==> config.mk <==
export PLATFORM = sky130hd
export DESIGN_NAME = data_bus_bridge
export DESIGN_NICKNAME = d
export VERILOG_FILES = /design/src/rtl/data_bus_bridge.sv
export SDC_FILE = /design/constraint.sdc
export NUM_CORES = 1
export LEC_CHECK = 0
export ABC_AREA = 1
export CORE_MARGIN = 2
export CORE_UTILIZATION = 36
export CTS_CLUSTER_SIZE = 24
export DETAILED_ROUTE_END_ITERATION = 16
export PLACE_DENSITY_LB_ADDON = 0.08
export SLEW_MARGIN = 20
export SYNTH_ARGS = -nofsm -noshare
export SYNTH_HDL_FRONTEND = slang
export SYNTH_SLANG_ARGS = --single-unit
==> constraint.sdc <==
create_clock -name clock -period 1.7 [get_ports clock]
set_input_delay 0.17 -clock clock [delete_from_list [all_inputs] [get_ports clock]]
set_output_delay 0.17 -clock clock [all_outputs]
set_load 0.03 [all_outputs]
==> src/rtl/data_bus_bridge.sv <==
// data_bus_bridge
//   Turns the core's single-cycle combinational data bus into a registered
//   valid/ready request plus response-valid transaction toward data memory or
//   a peripheral fabric. The core is stalled until the transaction completes.
//   A response timeout aborts the transaction and reports bus_error.
//
// Parameters
//   DATA_W            data word width (32 for this core)
//   TIMEOUT_CYCLES    cycles from request issue to response before abort (>= 2)
//   ERROR_READ_VALUE  word returned on bus_read_data for a timed-out read
//
// Ports
//   clock, reset         rising-edge clock, synchronous active-high reset
//   bus_address          byte address from the core
//   bus_write_data       lane-shifted write data
//   bus_byte_enable      lane enables
//   bus_read_enable      read request
//   bus_write_enable     write request (wins over a simultaneous read)
//   bus_read_data        raw read word, held until the next read completes
//   bus_stall            core must hold its bus inputs and not advance
//   bus_error            one-cycle pulse when a transaction timed out
//   mem_req_valid/ready  request handshake toward memory
//   mem_we               1 = write, 0 = read
//   mem_addr             word-aligned request address
//   mem_wdata/mem_wstrb  latched write data and byte enables
//   mem_rsp_valid        read response or write acknowledge
//   mem_rsp_data         read response word
module data_bus_bridge #(
  parameter int                DATA_W           = 32,
  parameter int                TIMEOUT_CYCLES   = 255,
  parameter logic [DATA_W-1:0] ERROR_READ_VALUE = '0
) (
  input  logic                clock,
  input  logic                reset,
  input  logic [31:0]         bus_address,
  input  logic [DATA_W-1:0]   bus_write_data,
  input  logic [DATA_W/8-1:0] bus_byte_enable,
  input  logic                bus_read_enable,
  input  logic                bus_write_enable,
  output logic [DATA_W-1:0]   bus_read_data,
  output logic                bus_stall,
  output logic                bus_error,
  output logic                mem_req_valid,
  input  logic                mem_req_ready,
  output logic                mem_we,
  output logic [31:0]         mem_addr,
  output logic [DATA_W-1:0]   mem_wdata,
  output logic [DATA_W/8-1:0] mem_wstrb,
  input  logic                mem_rsp_valid,
  input  logic [DATA_W-1:0]   mem_rsp_data
);

  localparam int               CNT_W     = $clog2(TIMEOUT_CYCLES + 1);
  localparam logic [CNT_W-1:0] TMO_LIMIT = CNT_W'(TIMEOUT_CYCLES);

  typedef enum logic [1:0] {
    IDLE     = 2'd0,
    REQ      = 2'd1,
    WAIT_RSP = 2'd2,
    DONE     = 2'd3
  } state_t;

  state_t           state;
  state_t           state_nxt;
  logic [CNT_W-1:0] tmo_cnt;

  logic has_req;
  logic skip_mem;
  logic busy;
  logic tmo_hit;
  logic rsp_hit;

  function automatic logic [31:0] word_align(input logic [31:0] byte_addr);
    return {byte_addr[31:2], 2'b00};
  endfunction

  // Request decode, next state and combinational outputs
  always_comb begin
    has_req   = bus_read_enable | bus_write_enable;
    // A write with no lanes enabled has nothing to send to memory.
    skip_mem  = bus_write_enable && (bus_byte_enable == '0);
    busy      = (state == REQ) || (state == WAIT_RSP);
    tmo_hit   = busy && (tmo_cnt == TMO_LIMIT);
    rsp_hit   = (state == WAIT_RSP) && mem_rsp_valid;
    state_nxt = state;

    unique case (state)
      IDLE: begin
        if (has_req) begin
          state_nxt = skip_mem ? DONE : REQ;
        end
      end
      REQ: begin
        // mem_rsp_valid is not looked at here: memory answers only after acceptance.
        if (tmo_hit) begin
          state_nxt = DONE;
        end else if (mem_req_ready) begin
          state_nxt = WAIT_RSP;
        end
      end
      WAIT_RSP: begin
        // A response on the limit cycle still completes normally.
        if (rsp_hit || tmo_hit) begin
          state_nxt = DONE;
        end
      end
      DONE: begin
        state_nxt = IDLE;
      end
      default: begin
        state_nxt = IDLE;
      end
    endcase

    bus_stall     = ((state == IDLE) && has_req) || busy;
    mem_req_valid = (state == REQ);
  end

  // Registered state, request fields, timeout and read-back word
  always_ff @(posedge clock) begin
    if (reset) begin
      state         <= IDLE;
      tmo_cnt       <= '0;
      bus_error     <= 1'b0;
      mem_we        <= 1'b0;
      mem_addr      <= '0;
      mem_wdata     <= '0;
      mem_wstrb     <= '0;
      bus_read_data <= '0;
    end else begin
      state     <= state_nxt;
      bus_error <= tmo_hit && !rsp_hit;

      if ((state == IDLE) && has_req) begin
        mem_we    <= bus_write_enable;
        mem_addr  <= word_align(bus_address);
        mem_wdata <= bus_write_data;
        mem_wstrb <= bus_byte_enable;
      end

      // Cleared in IDLE so it starts from zero on entry to REQ; the state
      // leaves REQ/WAIT_RSP on the limit, so it never wraps.
      if (state == IDLE) begin
        tmo_cnt <= '0;
      end else if (busy) begin
        tmo_cnt <= tmo_cnt + 1'b1;
      end

      if (rsp_hit && !mem_we) begin
        bus_read_data <= mem_rsp_data;
      end else if (tmo_hit && !mem_we) begin
        bus_read_data <= ERROR_READ_VALUE;
      end
    end
  end

endmodule

==> impl_results.md <==
* Crit end category: primary output
* Setup violators final at 0
* Outcome: finished, final reports clean
* Reg2reg path depth at 8
* Yosys warns at 0
* Final hold violation count at 0
* Post-Route WL at 11600 microns
* Design area at 0.00665 sq mm
* Nets at 837
* Sequential area share after synthesis at 53.6%
* Hold EP: bus_read_data[20]$_SDFFE_PP0P_
* Gpl congestion at 0.762
* Yosys cell types at 23
* Hpwl dp at 8270 microns
* Clock root cell: clkbuf_16
* Final Cycle Share at 95.6%
* Synth Instances at 528
* Crit start category: register
* P_leak at 2.58 nW
* Seq pwr share at 33.2%
* Vias in the first global route at 3941
* Drt first-iter violations at 253
* Vias per cell at 4.59
* CTS Sinks at 110
* Die Span Y at 111 microns
* Clk network pwr share at 19.6%
* Crit path cell chain: clkdlybuf4s50_1
* Port buffer count at 205
* Slew Viols, Final at 0
* # rows at 39
* Post-route ant nets at 0
* DP Area at 0.00633 sq mm
* Fmax at 615 MHz
* Antenna violations before repair at 0
* Share of the synthesized area in the top cell type at 53.6%
* Crit path max-delay family: buffers and inverters
* Critical Path RT at 1.53 ns
* Io pins at 210
* Sw Ratio at 39.2%
* Most frequent cells in the layout: 203 x clkdlybuf4s50_1, 145 x nor2_1, 108 x dfxtp_1, 78 x nand2_1, 65 x o21ai_0
* Crit path time final at 1.63 ns
* Final hold slack at 0.390 ns
* Worst Setup Path Type: register to primary output
* Max-cap check violation count at 0
* Combinational share of power at 47.2%
* TritonCTS Buffers at 9
* Core Area at 0.0113 sq mm
* Critical path data arrival time at 1.46 ns
* Pwr dens at 1600 mW/mm^2
* Largest net degree at the start of global routing at 65
* WHS Path Cells at 3
* Top post-synthesis cells by area: dfxtp_1 54%, nor2_1 13%, o21ai_0 7.9%
* Worst min path class: input pin to register
* Die width at 111 microns
* DIE AREA at 0.0123 sq mm
* H-tree lvl count at 3
* Worst path slowest cell: clkdlybuf4s50_1
* Critical path peak fanout at 4
* Longest Clk Path Bufs at 2
* CTS tree: yes
* Worst-path clk slew at 0.06 ns
* NetSw at 4.17 mW
* Reg2reg start: state[0]$_SDFFE_PP0P_
* First-pass iteration count of the detailed router at 4
* Starting Density at 36.5%
* Max VDD drop at 1.28 mV
* Flop-to-flop setup slack at 0.09 ns
* CP peak stage delay at 0.72 ns
* Fraction of layout cells with a size suffix above 1 at 8.77%
* Commonest non-fill, non-tap cell in the layout: clkdlybuf4s50_1
* Gr usage total at 18.7%
* Internal power at 6.46 mW
* Clock Skews at 0.00424 ns
* Cell taking the most area after synthesis: dfxtp_1
* DRC viols at 0
* R2R Path End: bus_read_data[4]$_SDFFE_PP0P_
* RSZ-0062 raised after global routing: true
* GRT overflow at 0
* Wire length of the first global-routing pass at 19000 microns
* Syn avg cell area at 7.78 sq um
* Cts hold-fix bufs at 0
* Synthesized cell area at 0.00411 sq mm
* WP buf/inv at 1
* Worst-skew pair later-pin latency at 0.34 ns
* Via count at 4009
* Area Growth Syn to Fin at 61.9%
* Hold_sp: mem_rsp_data[20]
* Seq cells post-synth at 110
* ANT cells at 0
* Wire per inst at 13.3 microns
[Yosys cell counts]
library cell  instances
nor2_1              147
dfxtp_1             110
nand2_1              79
o21ai_0              65
a21oi_1              31
inv_1                18
clkbuf_1             14
buf_2                12
nand2_2              12
a21oi_2              10
o21ai_1               7
ha_1                  4
buf_4                 3
buf_6                 3
nand3_1               3
inv_2                 2
nand4_1               2
a21o_4                1
clkbuf_2              1
conb_1                1
nand3_4               1
nor2_2                1
nor2_4                1
[layer usage]
layer	share of wire [%]	up-vias	global-route usage, %
met5	0	-	0
met4	1.6	0	6.17
met3	8.7	12	7.65
met2	47	127	30.8
met1	43	1806	22.3
li1	-	2064	-
[power by group through the flow]
| stage | Sequential (mW) | Combinational, mW | Clock, mW |
|---|---|---|---|
| floorplan | 4.75 | 1.74 | 0 |
| global placement | 3.55 | 4.92 | 0 |
| detailed placement | 3.57 | 4.99 | 0 |
| CTS | 3.54 | 5.05 | 2.15 |
| global route | 3.61 | 5.42 | 2.24 |
| finish | 3.54 | 5.02 | 2.08 |
[metrics by stage]
stage	setup TNS (ns)	utilization (%)	instances	total power, mW	setup slack, ns
after global placement	0	56.2	857	8.47	0.0480
after global routing	-0.225	59.0	873	11.3	-0.0422
after CTS	0	58.9	872	10.7	0.00000611
final	0	59.0	873	10.6	0.0741
after floorplan	0	-	529	6.49	0.0645
after detailed placement	0	56.2	857	8.56	0.0420
[cells by family (layout without fill, tap and decap cells)]
family | Yosys count | count (layout) | share of synthesized area [%]
and+or+nand+nor | 246 | 246 | 24.0
adders and majority gates | 4 | 4 | 1.22
other | 1 | 2 | 0.0913
DFF | 110 | 110 | 53.6
AOI/OAI and AO/OA | 114 | 114 | 15.0
buffers and inverters | 53 | 254 | 6.06
[sequential cells by signal, indices dropped and copies added, names as in the netlist]
signal,flops
state,2
mem_we,1
bus_error,1
mem_wdata,32
bus_read_data,32
mem_wstrb,4
mem_addr,30
tmo_cnt,8
[how the worst max path moves through the flow]
stage                          start                              to  slack, ns  depth (start not counted)
5_1_grt        state[0]$_SDFFE_PP0P_  bus_read_data[20]$_SDFFE_PP0P_      -0.04                          8
2_1_floorplan  state[0]$_SDFFE_PP0P_  bus_read_data[22]$_SDFFE_PP0P_       0.06                          9
6_report         mem_we$_SDFFE_PP0P_                          mem_we       0.07                          1
4_1_cts        state[0]$_SDFFE_PP0P_                       bus_stall   0.000006                          8
3_3_place_gp        bus_write_enable                       bus_stall       0.05                          7
3_5_place_dp   state[0]$_SDFFE_PP0P_   bus_read_data[4]$_SDFFE_PP0P_       0.04                          8
[layout make-up]
cell class / instances / area [sq um]
Clock inverter: 1 / 30.0
Multi-Input combinational cell: 366 / 1690
Timing Repair Buffer: 220 / 2210
Inverter: 20 / 77.6
Clock buffer: 13 / 260
Fill cell: 1011 / 4620
Tap cell: 143 / 179
Sequential cell: 110 / 2200
[repair_timing]
| action | 4_1_cts | 5_1_grt |
|---|---|---|
| setup endpoints to repair | 2 | 17 |
| pin swaps | 1 | 1 |
| gates resized for setup | 7 | 2 |
| buffers inserted | 1 | 1 |
Power figures use the tool's default switching activity.
